===== src/rtl/packet_split.sv =====
// 1-to-2 packet demux: one input hold stage feeding two show-ahead FIFOs.
// Define SPLIT_STATS_EN to add saturating per-output delivery counters.

module packet_split_fifo #(
    parameter int WIDTH = 49,
    parameter int DEPTH = 4
) (
    input  logic             clk,
    input  logic             rst_n,
    input  logic             push_i,
    input  logic [WIDTH-1:0] data_i,
    input  logic             ready_i,
    output logic             full_o,
    output logic             valid_o,
    output logic             pop_o,
    output logic [WIDTH-1:0] data_o
);

    localparam int AW = $clog2(DEPTH);
    localparam int CW = AW + 1;
    localparam logic [CW-1:0] FULL_CNT = CW'(DEPTH);

    logic [WIDTH-1:0] mem_q [DEPTH];
    logic [AW-1:0]    rd_q;
    logic [AW-1:0]    wr_q;
    logic [CW-1:0]    cnt_q;
    logic [CW-1:0]    cnt_d;

    assign full_o  = (cnt_q == FULL_CNT);
    assign valid_o = (cnt_q != '0);
    assign pop_o   = valid_o && ready_i;
    assign data_o  = mem_q[rd_q];

    always_comb begin
        cnt_d = cnt_q;
        if (push_i && !pop_o) begin
            cnt_d = cnt_q + CW'(1);
        end else if (!push_i && pop_o) begin
            cnt_d = cnt_q - CW'(1);
        end
    end

    // Pointers are exactly log2(DEPTH) bits, so wrap is free.
    always_ff @(posedge clk or negedge rst_n) begin
        if (!rst_n) begin
            for (int i = 0; i < DEPTH; i++) begin
                mem_q[i] <= '0;
            end
            rd_q  <= '0;
            wr_q  <= '0;
            cnt_q <= '0;
        end else begin
            if (push_i) begin
                mem_q[wr_q] <= data_i;
                wr_q        <= wr_q + AW'(1);
            end
            if (pop_o) begin
                rd_q <= rd_q + AW'(1);
            end
            cnt_q <= cnt_d;
        end
    end

endmodule

module packet_split #(
    parameter int WIDTH     = 49,
    parameter int ROUTE_BIT = 48,
    parameter int DEPTH     = 4
) (
    input  logic             clk,
    input  logic             rst_n,
    input  logic             in_valid,
    output logic             in_ready,
    input  logic [WIDTH-1:0] in_data,
    output logic             out0_valid,
    input  logic             out0_ready,
    output logic [WIDTH-1:0] out0_data,
    output logic             out1_valid,
    input  logic             out1_ready,
    output logic [WIDTH-1:0] out1_data
`ifdef SPLIT_STATS_EN
    ,
    output logic [15:0]      cnt0,
    output logic [15:0]      cnt1
`endif
);

    typedef enum logic {
        S_EMPTY,
        S_FULL
    } state_e;

    state_e           state_q;
    state_e           state_d;
    logic [WIDTH-1:0] hold_q;
    logic [WIDTH-1:0] hold_d;
    logic             tgt_q;
    logic             tgt_d;
    logic             push;
    logic             tgt_full;
    logic             full0;
    logic             full1;
    logic             pop0;
    logic             pop1;

    // Space is judged on registered counts only; a same-cycle pop
    // does not make room for this cycle's push.
    assign tgt_full = tgt_q ? full1 : full0;

    always_comb begin
        state_d  = state_q;
        hold_d   = hold_q;
        tgt_d    = tgt_q;
        in_ready = 1'b1;
        push     = 1'b0;
        unique case (state_q)
            S_EMPTY: begin
                if (in_valid) begin
                    hold_d  = in_data;
                    tgt_d   = in_data[ROUTE_BIT];
                    state_d = S_FULL;
                end
            end
            S_FULL: begin
                push     = !tgt_full;
                in_ready = push;
                if (push) begin
                    if (in_valid) begin
                        hold_d = in_data;
                        tgt_d  = in_data[ROUTE_BIT];
                    end else begin
                        state_d = S_EMPTY;
                    end
                end
            end
            default: begin
                state_d = S_EMPTY;
            end
        endcase
    end

    always_ff @(posedge clk or negedge rst_n) begin
        if (!rst_n) begin
            state_q <= S_EMPTY;
            hold_q  <= '0;
            tgt_q   <= 1'b0;
        end else begin
            state_q <= state_d;
            hold_q  <= hold_d;
            tgt_q   <= tgt_d;
        end
    end

    packet_split_fifo #(
        .WIDTH (WIDTH),
        .DEPTH (DEPTH)
    ) u_fifo0 (
        .clk     (clk),
        .rst_n   (rst_n),
        .push_i  (push && !tgt_q),
        .data_i  (hold_q),
        .ready_i (out0_ready),
        .full_o  (full0),
        .valid_o (out0_valid),
        .pop_o   (pop0),
        .data_o  (out0_data)
    );

    packet_split_fifo #(
        .WIDTH (WIDTH),
        .DEPTH (DEPTH)
    ) u_fifo1 (
        .clk     (clk),
        .rst_n   (rst_n),
        .push_i  (push && tgt_q),
        .data_i  (hold_q),
        .ready_i (out1_ready),
        .full_o  (full1),
        .valid_o (out1_valid),
        .pop_o   (pop1),
        .data_o  (out1_data)
    );

`ifdef SPLIT_STATS_EN
    logic [15:0] cnt0_q;
    logic [15:0] cnt0_d;
    logic [15:0] cnt1_q;
    logic [15:0] cnt1_d;

    // Saturate rather than wrap so a long-running count never lies low.
    always_comb begin
        cnt0_d = cnt0_q;
        cnt1_d = cnt1_q;
        if (pop0 && cnt0_q != 16'hFFFF) begin
            cnt0_d = cnt0_q + 16'd1;
        end
        if (pop1 && cnt1_q != 16'hFFFF) begin
            cnt1_d = cnt1_q + 16'd1;
        end
    end

    always_ff @(posedge clk or negedge rst_n) begin
        if (!rst_n) begin
            cnt0_q <= '0;
            cnt1_q <= '0;
        end else begin
            cnt0_q <= cnt0_d;
            cnt1_q <= cnt1_d;
        end
    end

    assign cnt0 = cnt0_q;
    assign cnt1 = cnt1_q;
`else
    logic unused_pops;
    assign unused_pops = pop0 ^ pop1;
`endif

endmodule


===== config.mk =====
export PLATFORM = sky130hd
export DESIGN_NAME = packet_split
export DESIGN_NICKNAME = d
export VERILOG_FILES = /design/src/rtl/packet_split.sv
export SDC_FILE = /design/constraint.sdc
export NUM_CORES = 1
export LEC_CHECK = 0
export BUFFER_PORTS_ARGS = -buffer_cell sky130_fd_sc_hd__buf_2
export CORE_ASPECT_RATIO = 2
export CORE_UTILIZATION = 56
export DETAILED_ROUTE_END_ITERATION = 8
export PLACE_DENSITY = 0.73
export SYNTH_ARGS = -nofsm -noshare
export SYNTH_HDL_FRONTEND = slang
export SYNTH_SLANG_ARGS = --single-unit

===== constraint.sdc =====
create_clock -name clk -period 2.7 [get_ports clk]
set_input_delay 0 -clock clk [delete_from_list [all_inputs] [get_ports clk]]
set_output_delay 0 -clock clk [all_outputs]
set_load 0.01 [all_outputs]

==> flow_metrics.env <==
export IMPL_failed_checks="DRC"
export IMPL_tritoncts="yes"
export IMPL_whs_ps=58.7
export IMPL_min_period_over_period_pct=90.3
export IMPL_io_pins=155
export IMPL_min_period_ps=2440
export IMPL_vias=11979
export IMPL_synth_xor_area_share_pct=0.504
export IMPL_initial_core_util_pct=57.1
export IMPL_ys_seq_elements=456
export IMPL_r2r_start="u_fifo1.cnt_q[1]"
export IMPL_finalSetupViolCount=0
export IMPL_post_cts_setup_buffer_count=0
export IMPL_grt_max_degree=94
export IMPL_io_buffers=154
export IMPL_avgSynthCellArea_um2=15.4
export IMPL_first_pass_iters=7
export IMPL_fp_dieH_um=275
export IMPL_grt_pass1_wl_um=76000
export IMPL_cp_data_arrival_time_ps=2440
export IMPL_netlist_area_um2=20900
export IMPL_synth_top_family_by_area="multiplexers"
export IMPL_cts_sinks=456
export IMPL_wire_per_inst_um=24.2
export IMPL_status="complete, but fails checks"
export IMPL_slew_violations=0
export IMPL_routed_wl_um=47900
export IMPL_ys_warn_count=0
export IMPL_synth_fa_ha_area_share_pct=0.791
export IMPL_path_buf_inv=2
export IMPL_crit_family="flip-flops"
export IMPL_crit_required_ps=2700
export IMPL_path_depth=3
export IMPL_worstMarginPinSlew_ps=823
export IMPL_max_slew_margin_pct=45.1
export IMPL_rrSetupSlack_ps=300
export IMPL_power_density_nw_per_um2=1240
export IMPL_die_area_um2=38100
export IMPL_grt_pass1_vias=13154
export IMPL_synthTopCellsByArea="dfrtp_1, mux2_2, mux4_2"
export IMPL_h_tree_depth=2
export IMPL_tns_ps=0
export IMPL_path_max_fanout=27
export IMPL_hold_violations=0
export IMPL_grt_use_total_pct=26.4
export IMPL_die_x_um=139
export IMPL_drive_gt1_share_pct=47.9
export IMPL_synthSimpleGateAreaFrac_pct=3.89
export IMPL_yosys_area_top_type_share_pct=54.7
export IMPL_synth_compound_area_share_pct=3.60
export IMPL_diodes=0
export IMPL_worstPathCellList="buf_4 -> mux4_2 -> buf_2"
export IMPL_syn_inst=1352
export IMPL_critPathLaunchType="flip-flop"
export IMPL_end_kind="output pin"
export IMPL_gr_total_overflow=0
export IMPL_clock_skew_ps=20.3
export IMPL_slowest_stage="dfrtp_4"
export IMPL_cap_violations=0
export IMPL_antenna_found_initial=0
export IMPL_grt_setup_unrepaired="no"
export IMPL_syn_num_nets=1418
export IMPL_critPathKind="reg2out"
export IMPL_rows=99
export IMPL_nNetsFinal=1561
export IMPL_clkTransAtPathRegs_ps=70
export IMPL_ys_types=33
export IMPL_critPathMaxStageDelay_ps=840
export IMPL_clock_fmax_ghz=0.410
export IMPL_ys_seq_area_share_pct=54.7
export IMPL_reg2reg_depth=6
export IMPL_via_per_inst=6.06
export IMPL_clock_path_buffers=3
export IMPL_dp_hpwl_um=29700
export IMPL_finalPower_uw=29600
export IMPL_hp_class="in2async"
export IMPL_peakVddDrop_mv=0.715
export IMPL_crit_start="u_fifo1.rd_q[0]"
export IMPL_cp_endpoint="out1_data[10]"
export IMPL_area_growth_synth_to_final_pct=14.3
export IMPL_placed_cell_area_um2=21900
export IMPL_synth_mux_area_share_pct=32.2
export IMPL_core_area_um2=36500
export IMPL_drtIter0Drc=539
export IMPL_p_leak_uw=0.0107
export IMPL_drc=22
export IMPL_place_gp_congestion=0.768
export IMPL_insertion_delay_ps=550
export IMPL_root_buffer="clkbuf_16"
export IMPL_yosys_area_top_type="dfrtp_1"
export IMPL_numCtsBuffers=38
export IMPL_antenna_left=0
export IMPL_r2r_end="u_fifo1.cnt_q[1]"
export IMPL_design_area_um2=23900
==> placed cells by master, fill, tap and decap left out, drive strengths merged <==
cell type | netlist | routed
nand4 | 4 | 4
dfrtp | 456 | 456
nor2 | 2 | 2
o21a | 2 | 2
or3b | 2 | 2
nand3 | 6 | 6
nor2b | 1 | 1
nor4b | 1 | 1
dlygate4sd3 | 0 | 52
o211ai | 98 | 98
xor2 | 4 | 4
and3 | 1 | 1
clkbuf | 73 | 53
nand2b | 53 | 53
clkinvlp | 0 | 3
mux2 | 388 | 388
and2 | 4 | 4
or3 | 2 | 2
inv | 10 | 11
nand2 | 52 | 52
buf | 74 | 198
xnor2 | 8 | 8
clkinv | 0 | 6
ha | 10 | 10
mux4 | 98 | 98
and4bb | 1 | 1
bufinv | 0 | 6
fa | 2 | 2
==> per-stage QoR <==
step	setup slack [ps]	std cells	utilization [%]
floorplan	520	1352	-
global placement	332	1856	60.1
detailed placement	312	1856	60.1
CTS	185	1978	65.3
global route	139	1978	65.3
finish	262	1978	65.3
==> flip-flops by register name, summed over array words and instances (netlist names) <==
| register | flops |
|---|---|
| u_fifo0.mem_q | 196 |
| u_fifo1.mem_q | 196 |
| hold_q | 49 |
| u_fifo0.cnt_q | 3 |
| u_fifo1.cnt_q | 3 |
| u_fifo0.rd_q | 2 |
| u_fifo0.wr_q | 2 |
| u_fifo1.rd_q | 2 |
| u_fifo1.wr_q | 2 |
| state_q | 1 |
==> per-layer routing <==
layer / up-vias / track usage (%) / wire length (µm)
met3: 83 / 2.98 / 1630
met4: 0 / 10.5 / 1750
met1: 6443 / 31.8 / 18500
met2: 270 / 48.5 / 26000
met5: - / 0 / 0
li1: 5183 / - / -
==> synth_stat cells <==
master and number:
ha_1 10, mux4_2 98, and2_1 4, buf_8 4, xor2_1 4, inv_1 10
clkbuf_1 63, o21a_1 2, or3b_1 2, nor2b_4 1, mux2_1 36, buf_6 10
nor2_1 2, buf_12 4, nand3_1 2, mux2_4 36, nand2_1 52, buf_1 11
buf_4 28, and4bb_1 1, buf_2 17, or3_1 2, o211ai_1 98, xnor2_1 8
nand4_4 4, nor4b_4 1, clkbuf_2 10, nand3_4 4, fa_1 2, mux2_2 316
dfrtp_1 456, nand2b_1 53, and3_1 1
==> worst register-to-register path, stage by stage, from the launching register on <==
cell and delay [ps]:
dfrtp_1 430, or3b_1 580, and3_1 310, ha_1 220, inv_1 70, fa_1 410, mux2_2 270
==> power by group <==
group | total [µW] | switching (µW) | internal (µW)
logic | 11300 | 4830 | 6520
registers | 12300 | 2390 | 9900
clock network | 6010 | 2500 | 3510
total | 29600 | 9710 | 19900
==> area by class of cell <==
class / count / area, µm²
clock buffers: 53 / 1130
flip-flops and latches: 456 / 11400
repair buffers: 250 / 1910
clock inverters: 16 / 241
inverters: 10 / 37.5
fillers: 2600 / 12700
well taps: 454 / 568
multi-input cells: 739 / 8540
==> how the worst min path moves through the flow <==
| stage | from | to | slack (ps) |
|---|---|---|---|
| 2_1_floorplan | rst_n | hold_q[0] | -300 |
| 3_3_place_gp | rst_n | u_fifo1.mem_q[191] | -100 |
| 3_5_place_dp | rst_n | u_fifo1.mem_q[191] | -100 |
| 4_1_cts | rst_n | u_fifo0.mem_q[42] | 50 |
| 5_1_grt | rst_n | u_fifo0.mem_q[42] | 80 |
| 6_report | rst_n | u_fifo0.mem_q[189] | 60 |
==> what timing repair did <==
action | in CTS | in global routing
gates resized for setup | 0 | 0
hold buffers | 53 | 0
hold endpoints to repair | 448 | 0
==> cells by family after synthesis <==
| group | Yosys count |
|---|---|
| and+or+nand+nor | 129 |
| adders and majority gates | 12 |
| muxes | 486 |
| xor gates and xnor gates | 12 |
| DFF | 456 |
| AOI/OAI and AO/OA | 100 |
| buffers and inverters | 157 |
(Power assumes the default switching activity.)
